## src/rtl/us_ip_pkg.sv

```systemverilog
// Shared IP-layer constants and FSM encodings for the receive and transmit mode blocks.
package us_ip_pkg;

  localparam logic [7:0] IP_PROTO_ICMP = 8'h01;
  localparam logic [7:0] IP_PROTO_UDP  = 8'h11;

  typedef enum logic [3:0] {
    RX_IDLE = 4'b0001,
    RX_UDP  = 4'b0010,
    RX_ICMP = 4'b0100,
    RX_DROP = 4'b1000
  } rx_state_e;

endpackage

```

## src/rtl/us_axis_reg_slice.sv

```systemverilog
// Single-entry AXI-Stream register stage: one cycle of latency, full throughput when drained.
module us_axis_reg_slice (
  input  logic        i_clk,
  input  logic        i_rst,
  input  logic [63:0] i_s_tdata,
  input  logic [7:0]  i_s_tkeep,
  input  logic        i_s_tlast,
  input  logic        i_s_tvalid,
  output logic        o_s_tready,
  output logic [63:0] o_m_tdata,
  output logic [7:0]  o_m_tkeep,
  output logic        o_m_tlast,
  output logic        o_m_tvalid,
  input  logic        i_m_tready
);

  logic [63:0] r_data;
  logic [7:0]  r_keep;
  logic        r_last;
  logic        r_valid;
  logic        w_load;

  // Accept a new beat whenever the held one is gone or leaves this cycle.
  assign o_s_tready = ~r_valid | i_m_tready;
  assign w_load     = i_s_tvalid & o_s_tready;

  always_ff @(posedge i_clk) begin
    if (i_rst) begin
      r_data  <= '0;
      r_keep  <= '0;
      r_last  <= 1'b0;
      r_valid <= 1'b0;
    end else if (w_load) begin
      r_data  <= i_s_tdata;
      r_keep  <= i_s_tkeep;
      r_last  <= i_s_tlast;
      r_valid <= 1'b1;
    end else if (i_m_tready) begin
      r_valid <= 1'b0;
    end
  end

  assign o_m_tdata  = r_data;
  assign o_m_tkeep  = r_keep;
  assign o_m_tlast  = r_last;
  assign o_m_tvalid = r_valid;

endmodule

```

## src/rtl/us_ip_rx_mode.sv

```systemverilog
// Routes received IP payload frames to the UDP or ICMP sink by protocol, dropping and
// counting frames of any other protocol.
module us_ip_rx_mode
  import us_ip_pkg::*;
#(
  parameter int unsigned DROP_CNT_W = 16
) (
  input  logic                  rx_axis_aclk,
  input  logic                  rx_axis_areset,
  input  logic [63:0]           ip_rx_axis_tdata,
  input  logic [7:0]            ip_rx_axis_tkeep,
  input  logic                  ip_rx_axis_tvalid,
  input  logic                  ip_rx_axis_tlast,
  output logic                  ip_rx_axis_tready,
  input  logic [7:0]            ip_recv_type,
  input  logic                  ip_type_valid,
  output logic [63:0]           udp_rx_axis_tdata,
  output logic [7:0]            udp_rx_axis_tkeep,
  output logic                  udp_rx_axis_tvalid,
  output logic                  udp_rx_axis_tlast,
  input  logic                  udp_rx_axis_tready,
  output logic [63:0]           icmp_rx_axis_tdata,
  output logic [7:0]            icmp_rx_axis_tkeep,
  output logic                  icmp_rx_axis_tvalid,
  output logic                  icmp_rx_axis_tlast,
  input  logic                  icmp_rx_axis_tready,
  output logic                  recv_ip_end,
  output logic [DROP_CNT_W-1:0] drop_cnt
);

  rx_state_e             r_state;
  rx_state_e             w_state_d;
  logic                  r_sel_icmp;
  logic [DROP_CNT_W-1:0] r_drop_cnt;

  logic        w_forwarding;
  logic        w_slice_s_tready;
  logic        w_slice_s_tvalid;
  logic [63:0] w_out_data;
  logic [7:0]  w_out_keep;
  logic        w_out_last;
  logic        w_out_valid;
  logic        w_sel_tready;
  logic        w_in_hs;
  logic        w_drop_end;

  assign w_forwarding     = (r_state == RX_UDP) || (r_state == RX_ICMP);
  assign w_slice_s_tvalid = ip_rx_axis_tvalid & w_forwarding;
  // The select outlives the frame's input side so the last beat can drain from IDLE.
  assign w_sel_tready     = r_sel_icmp ? icmp_rx_axis_tready : udp_rx_axis_tready;

  assign ip_rx_axis_tready = ~rx_axis_areset &
                             ((r_state == RX_DROP) | (w_forwarding & w_slice_s_tready));
  assign w_in_hs           = ip_rx_axis_tvalid & ip_rx_axis_tready;
  assign w_drop_end        = (r_state == RX_DROP) & w_in_hs & ip_rx_axis_tlast;

  us_axis_reg_slice u_out_reg (
    .i_clk      (rx_axis_aclk),
    .i_rst      (rx_axis_areset),
    .i_s_tdata  (ip_rx_axis_tdata),
    .i_s_tkeep  (ip_rx_axis_tkeep),
    .i_s_tlast  (ip_rx_axis_tlast),
    .i_s_tvalid (w_slice_s_tvalid),
    .o_s_tready (w_slice_s_tready),
    .o_m_tdata  (w_out_data),
    .o_m_tkeep  (w_out_keep),
    .o_m_tlast  (w_out_last),
    .o_m_tvalid (w_out_valid),
    .i_m_tready (w_sel_tready)
  );

  always_comb begin
    w_state_d = r_state;
    unique case (r_state)
      RX_IDLE: begin
        // Wait for the previous frame's last beat to leave before re-routing.
        if (ip_type_valid && !w_out_valid) begin
          if (ip_recv_type == IP_PROTO_UDP) begin
            w_state_d = RX_UDP;
          end else if (ip_recv_type == IP_PROTO_ICMP) begin
            w_state_d = RX_ICMP;
          end else begin
            w_state_d = RX_DROP;
          end
        end
      end
      RX_UDP, RX_ICMP, RX_DROP: begin
        if (w_in_hs && ip_rx_axis_tlast) begin
          w_state_d = RX_IDLE;
        end
      end
      default: w_state_d = RX_IDLE;
    endcase
  end

  always_ff @(posedge rx_axis_aclk) begin
    if (rx_axis_areset) begin
      r_state    <= RX_IDLE;
      r_sel_icmp <= 1'b0;
      r_drop_cnt <= '0;
    end else begin
      r_state <= w_state_d;
      if (r_state == RX_IDLE && w_state_d == RX_ICMP) begin
        r_sel_icmp <= 1'b1;
      end else if (r_state == RX_IDLE && w_state_d == RX_UDP) begin
        r_sel_icmp <= 1'b0;
      end
      if (w_drop_end && !(&r_drop_cnt)) begin
        r_drop_cnt <= r_drop_cnt + DROP_CNT_W'(1);
      end
    end
  end

  assign udp_rx_axis_tdata   = w_out_data;
  assign udp_rx_axis_tkeep   = w_out_keep;
  assign udp_rx_axis_tlast   = w_out_last;
  assign udp_rx_axis_tvalid  = w_out_valid & ~r_sel_icmp;
  assign icmp_rx_axis_tdata  = w_out_data;
  assign icmp_rx_axis_tkeep  = w_out_keep;
  assign icmp_rx_axis_tlast  = w_out_last;
  assign icmp_rx_axis_tvalid = w_out_valid & r_sel_icmp;

  assign recv_ip_end = ~rx_axis_areset &
                       ((w_out_valid & w_sel_tready & w_out_last) | w_drop_end);
  assign drop_cnt    = r_drop_cnt;

endmodule

```

## config.mk

```make
export PLATFORM = sky130hd
export DESIGN_NAME = us_ip_rx_mode
export DESIGN_NICKNAME = d
export VERILOG_FILES = /design/src/rtl/us_ip_pkg.sv /design/src/rtl/us_axis_reg_slice.sv /design/src/rtl/us_ip_rx_mode.sv
export SDC_FILE = /design/constraint.sdc
export NUM_CORES = 1
export LEC_CHECK = 0
export BUFFER_PORTS_ARGS = -buffer_cell sky130_fd_sc_hd__buf_2
export CORE_UTILIZATION = 46
export CTS_CLUSTER_SIZE = 30
export DETAILED_ROUTE_END_ITERATION = 8
export PLACE_DENSITY = 0.9
export SETUP_SLACK_MARGIN = 0.02
export SLEW_MARGIN = 20
export SYNTH_ARGS = -nofsm -noshare
export SYNTH_HDL_FRONTEND = slang
export SYNTH_HIERARCHICAL = 1
export SYNTH_SLANG_ARGS = --single-unit
```

## constraint.sdc

```tcl
create_clock -name rx_axis_aclk -period 2.2 [get_ports rx_axis_aclk]
set_input_delay 0.33 -clock rx_axis_aclk [delete_from_list [all_inputs] [get_ports rx_axis_aclk]]
set_output_delay 0.33 -clock rx_axis_aclk [all_outputs]
set_load 0.02 [all_outputs]
```

==> results_dict.tcl <==
set metrics [dict create \
    setup_tns_ns 0 \
    numClockSinks 95 \
    path_class "reg2out" \
    antenna_found_initial 0 \
    drc 0 \
    dp_hpwl_um 8460 \
    drv_cap 0 \
    io_pins 253 \
    hp-class "in2reg" \
    root_buffer "clkbuf_8" \
    yosysWarnings 6 \
    min_period_over_period 0.957 \
    cts_tree "built" \
    die_area_um2 11100 \
    arrival_ns 1.78 \
    coreArea_um2 10300 \
    area_delta_synth_final_pct 20.0 \
    peakVddDrop_mv 0.352 \
    outcome "finished clean" \
    layout-drive-gt1-share 0.447 \
    wl_um 12000 \
    syn_area_um2 4910 \
    cp.required_ns 1.87 \
    fin_cells 847 \
    fin_ws_ns 0.0948 \
    slew-limit-headroom 0.520 \
    ys_seq_area_frac 0.387 \
    p_leak_nw 2.77 \
    dr.pass1.iters 5 \
    grt_max_degree 97 \
    num-nets-final 794 \
    netlist_instances 548 \
    place_ws_ns 0.0885 \
    routabilityCongestion 0.819 \
    clock.fmax_mhz 475 \
    finalSetupViolCount 0 \
    numCtsBuffers 9 \
    holdBufCountCts 0 \
    grt_overflow 0 \
    detail_route.wl_per_cell_um 14.2 \
    route.antenna.remaining_nets 0 \
    via_count 4455 \
    portBuffers 252 \
    finalHoldViolations 0 \
    stdcell_area_um2 5890 \
    start_kind "flip-flop" \
    critPathMaxFanout 4 \
    avgSynthCellArea_um2 8.96 \
    drtIter0Drc 319 \
    clockBufferDepth 2 \
    rsz0062_at_grt "false" \
    tightestPinTransition_ns 0.720 \
    track_usage 0.209 \
    synth-seq-cells 95 \
    fin_skew_ns 0.0115 \
    viasPerCell 5.26 \
    multi_input_area_um2 2190 \
    fill_cells 970 \
    antennaDiodeCount 0 \
    end_kind "output pin" \
    ff_latch_area_um2 1900 \
    synthDistinctLibCells 44 \
    rows 37 \
    htreeDepth 3 \
    die_y_um 105 \
    slew_violations 0 \
    power_density_nw_per_um2 533 \
    place_area_um2 5660 \
    grt_pass1_wl_um 18800 \
    min_period_ns 2.11 \
    syn-num-nets 636 \
    hold_slack_ns 0.212 \
    grt_pass1_vias 3854 \
    dieWidth_um 105 \
    cts.clk_slew.worst_paths_ns 0.09 \
    start_util 0.475 \
    insertion_delay_ns 0.36 \
    dpl.cell_count 831 \
]
state kept, by name, summed over array words and instances (netlist names):
| register | cells |
|---|---|
| u_out_reg/o_m_tdata | 64 |
| drop_cnt | 16 |
| u_out_reg/o_m_tkeep | 8 |
| r_state | 4 |
| r_sel_icmp | 1 |
| u_out_reg/o_m_tlast | 1 |
| u_out_reg/o_m_tvalid | 1 |
metrics by stage:
stage	util	total power, mW
after detailed placement	0.548	1.90
after global placement	0.548	1.90
after CTS	0.570	3.18
final	0.571	3.14
after floorplan	-	1.81
after global routing	0.571	3.25
cell type report:
type | count | share of cell area
Timing Repair Buffer | 264 | 0.234
Multi-Input combinational cell | 330 | 0.373
Clock buffer | 13 | 0.0270
Sequential cell | 95 | 0.323
Inverter | 6 | 0.00382
Tap cell | 136 | 0.0289
Clock inverter | 3 | 0.0110
repair_timing:
item                                    in CTS  in global routing
endpoints found under the setup margin       0                  2
buffers inserted                             0                  0
resized for setup                            0                  2
layer usage:
| metal | global-route usage | routed length (um) | vias up | share of wire |
|---|---|---|---|---|
| met1 | 0.261 | 4990 | 2039 | 0.42 |
| li1 | - | - | 2207 | - |
| met4 | 0.0855 | 215 | 0 | 0.018 |
| met3 | 0.0433 | 877 | 20 | 0.073 |
| met5 | 0 | 0 | - | 0 |
| met2 | 0.349 | 5930 | 189 | 0.49 |
synthesized netlist by cell type:
master / instances / area share
a21bo_1: 45 / 0.092
a21bo_2: 28 / 0.057
a21oi_1: 91 / 0.093
a31oi_1: 1 / 0.0013
and2_1: 1 / 0.0013
and3_1: 4 / 0.0051
buf_1: 1 / 0.00076
buf_2: 24 / 0.024
buf_4: 74 / 0.11
buf_6: 7 / 0.016
clkbuf_1: 11 / 0.0084
dfxtp_1: 95 / 0.39
ha_1: 1 / 0.0025
inv_1: 6 / 0.0046
mux2_2: 2 / 0.0046
mux2i_1: 1 / 0.0020
nand2_1: 10 / 0.0076
nand2b_1: 1 / 0.0013
nand2b_4: 1 / 0.0028
nand3_1: 79 / 0.081
nand3b_1: 2 / 0.0031
nand4_1: 5 / 0.0064
nand4b_1: 1 / 0.0018
nand4bb_2: 1 / 0.0033
nor2_1: 5 / 0.0038
nor2b_1: 2 / 0.0025
nor3_1: 3 / 0.0031
nor3b_1: 2 / 0.0031
nor4_1: 4 / 0.0051
nor4b_1: 3 / 0.0054
nor4bb_1: 1 / 0.0020
o211ai_1: 1 / 0.0015
o21a_1: 1 / 0.0015
o21ai_0: 4 / 0.0041
o21bai_1: 1 / 0.0015
o31ai_1: 10 / 0.015
o32ai_1: 1 / 0.0018
o41ai_1: 1 / 0.0018
or3_1: 2 / 0.0025
or3_2: 3 / 0.0046
or3_4: 1 / 0.0023
or3b_4: 1 / 0.0023
or4_1: 9 / 0.014
xor2_1: 1 / 0.0018
worst max-delay path, stage by stage, from the launching register on:
cell	delay (ns)
dfxtp_2	0.37
mux2_2	0.36
nand2b_4	0.16
a31oi_1	0.26
nor3_1	0.08
buf_2	0.18
worst paths after layout:
kind / startpoint / endpoint / slack (ns) / depth (start not counted)
min: ip_rx_axis_tdata[51] / u_out_reg/o_m_tdata[51] / 0.21 / 3
max reg2reg: r_state[1] / drop_cnt[15] / 0.16 / 4
min reg2reg: drop_cnt[14] / drop_cnt[14] / 0.53 / 2
max: r_sel_icmp / ip_rx_axis_tready / 0.09 / 5
power by group:
group / total [mW] / internal, mW / switching, mW
registers: 1.72 / 1.72 / 0.00415
clock network: 1.28 / 0.702 / 0.576
logic: 0.137 / 0.0706 / 0.0665
placed cells by master, fill, tap and decap left out, types with 2 or more instances in the layout:
cell type / instances
inv_1: 6
nor3_1: 3
mux2_2: 2
nand2_1: 10
nand3_1: 79
or3_2: 3
nor3b_1: 2
clkbuf_1: 2
clkbuf_8: 11
buf_4: 10
buf_12: 2
a21bo_1: 45
or4_1: 9
nand3b_1: 2
or3_4: 2
o21ai_0: 4
nor4_1: 4
nor2b_1: 2
nor2_1: 5
nor4b_1: 3
o31ai_1: 10
a21oi_1: 91
nand4_1: 5
a21bo_2: 28
bufinv_16: 2
buf_2: 252
and3_1: 3
dfxtp_1: 94
kinds of logic after synthesis:
logic type               after synthesis  synth area share
multiplexers                           3           0.00663
AO/OA/AOI/OAI                        184             0.270
buffers and inverters                123             0.167
XOR/XNOR                               1           0.00178
flip-flops                            95             0.387
AND/OR/NAND/NOR                      141             0.164
adder cells (fa/ha/maj)                1           0.00255
Power figures use the tool's default switching activity.
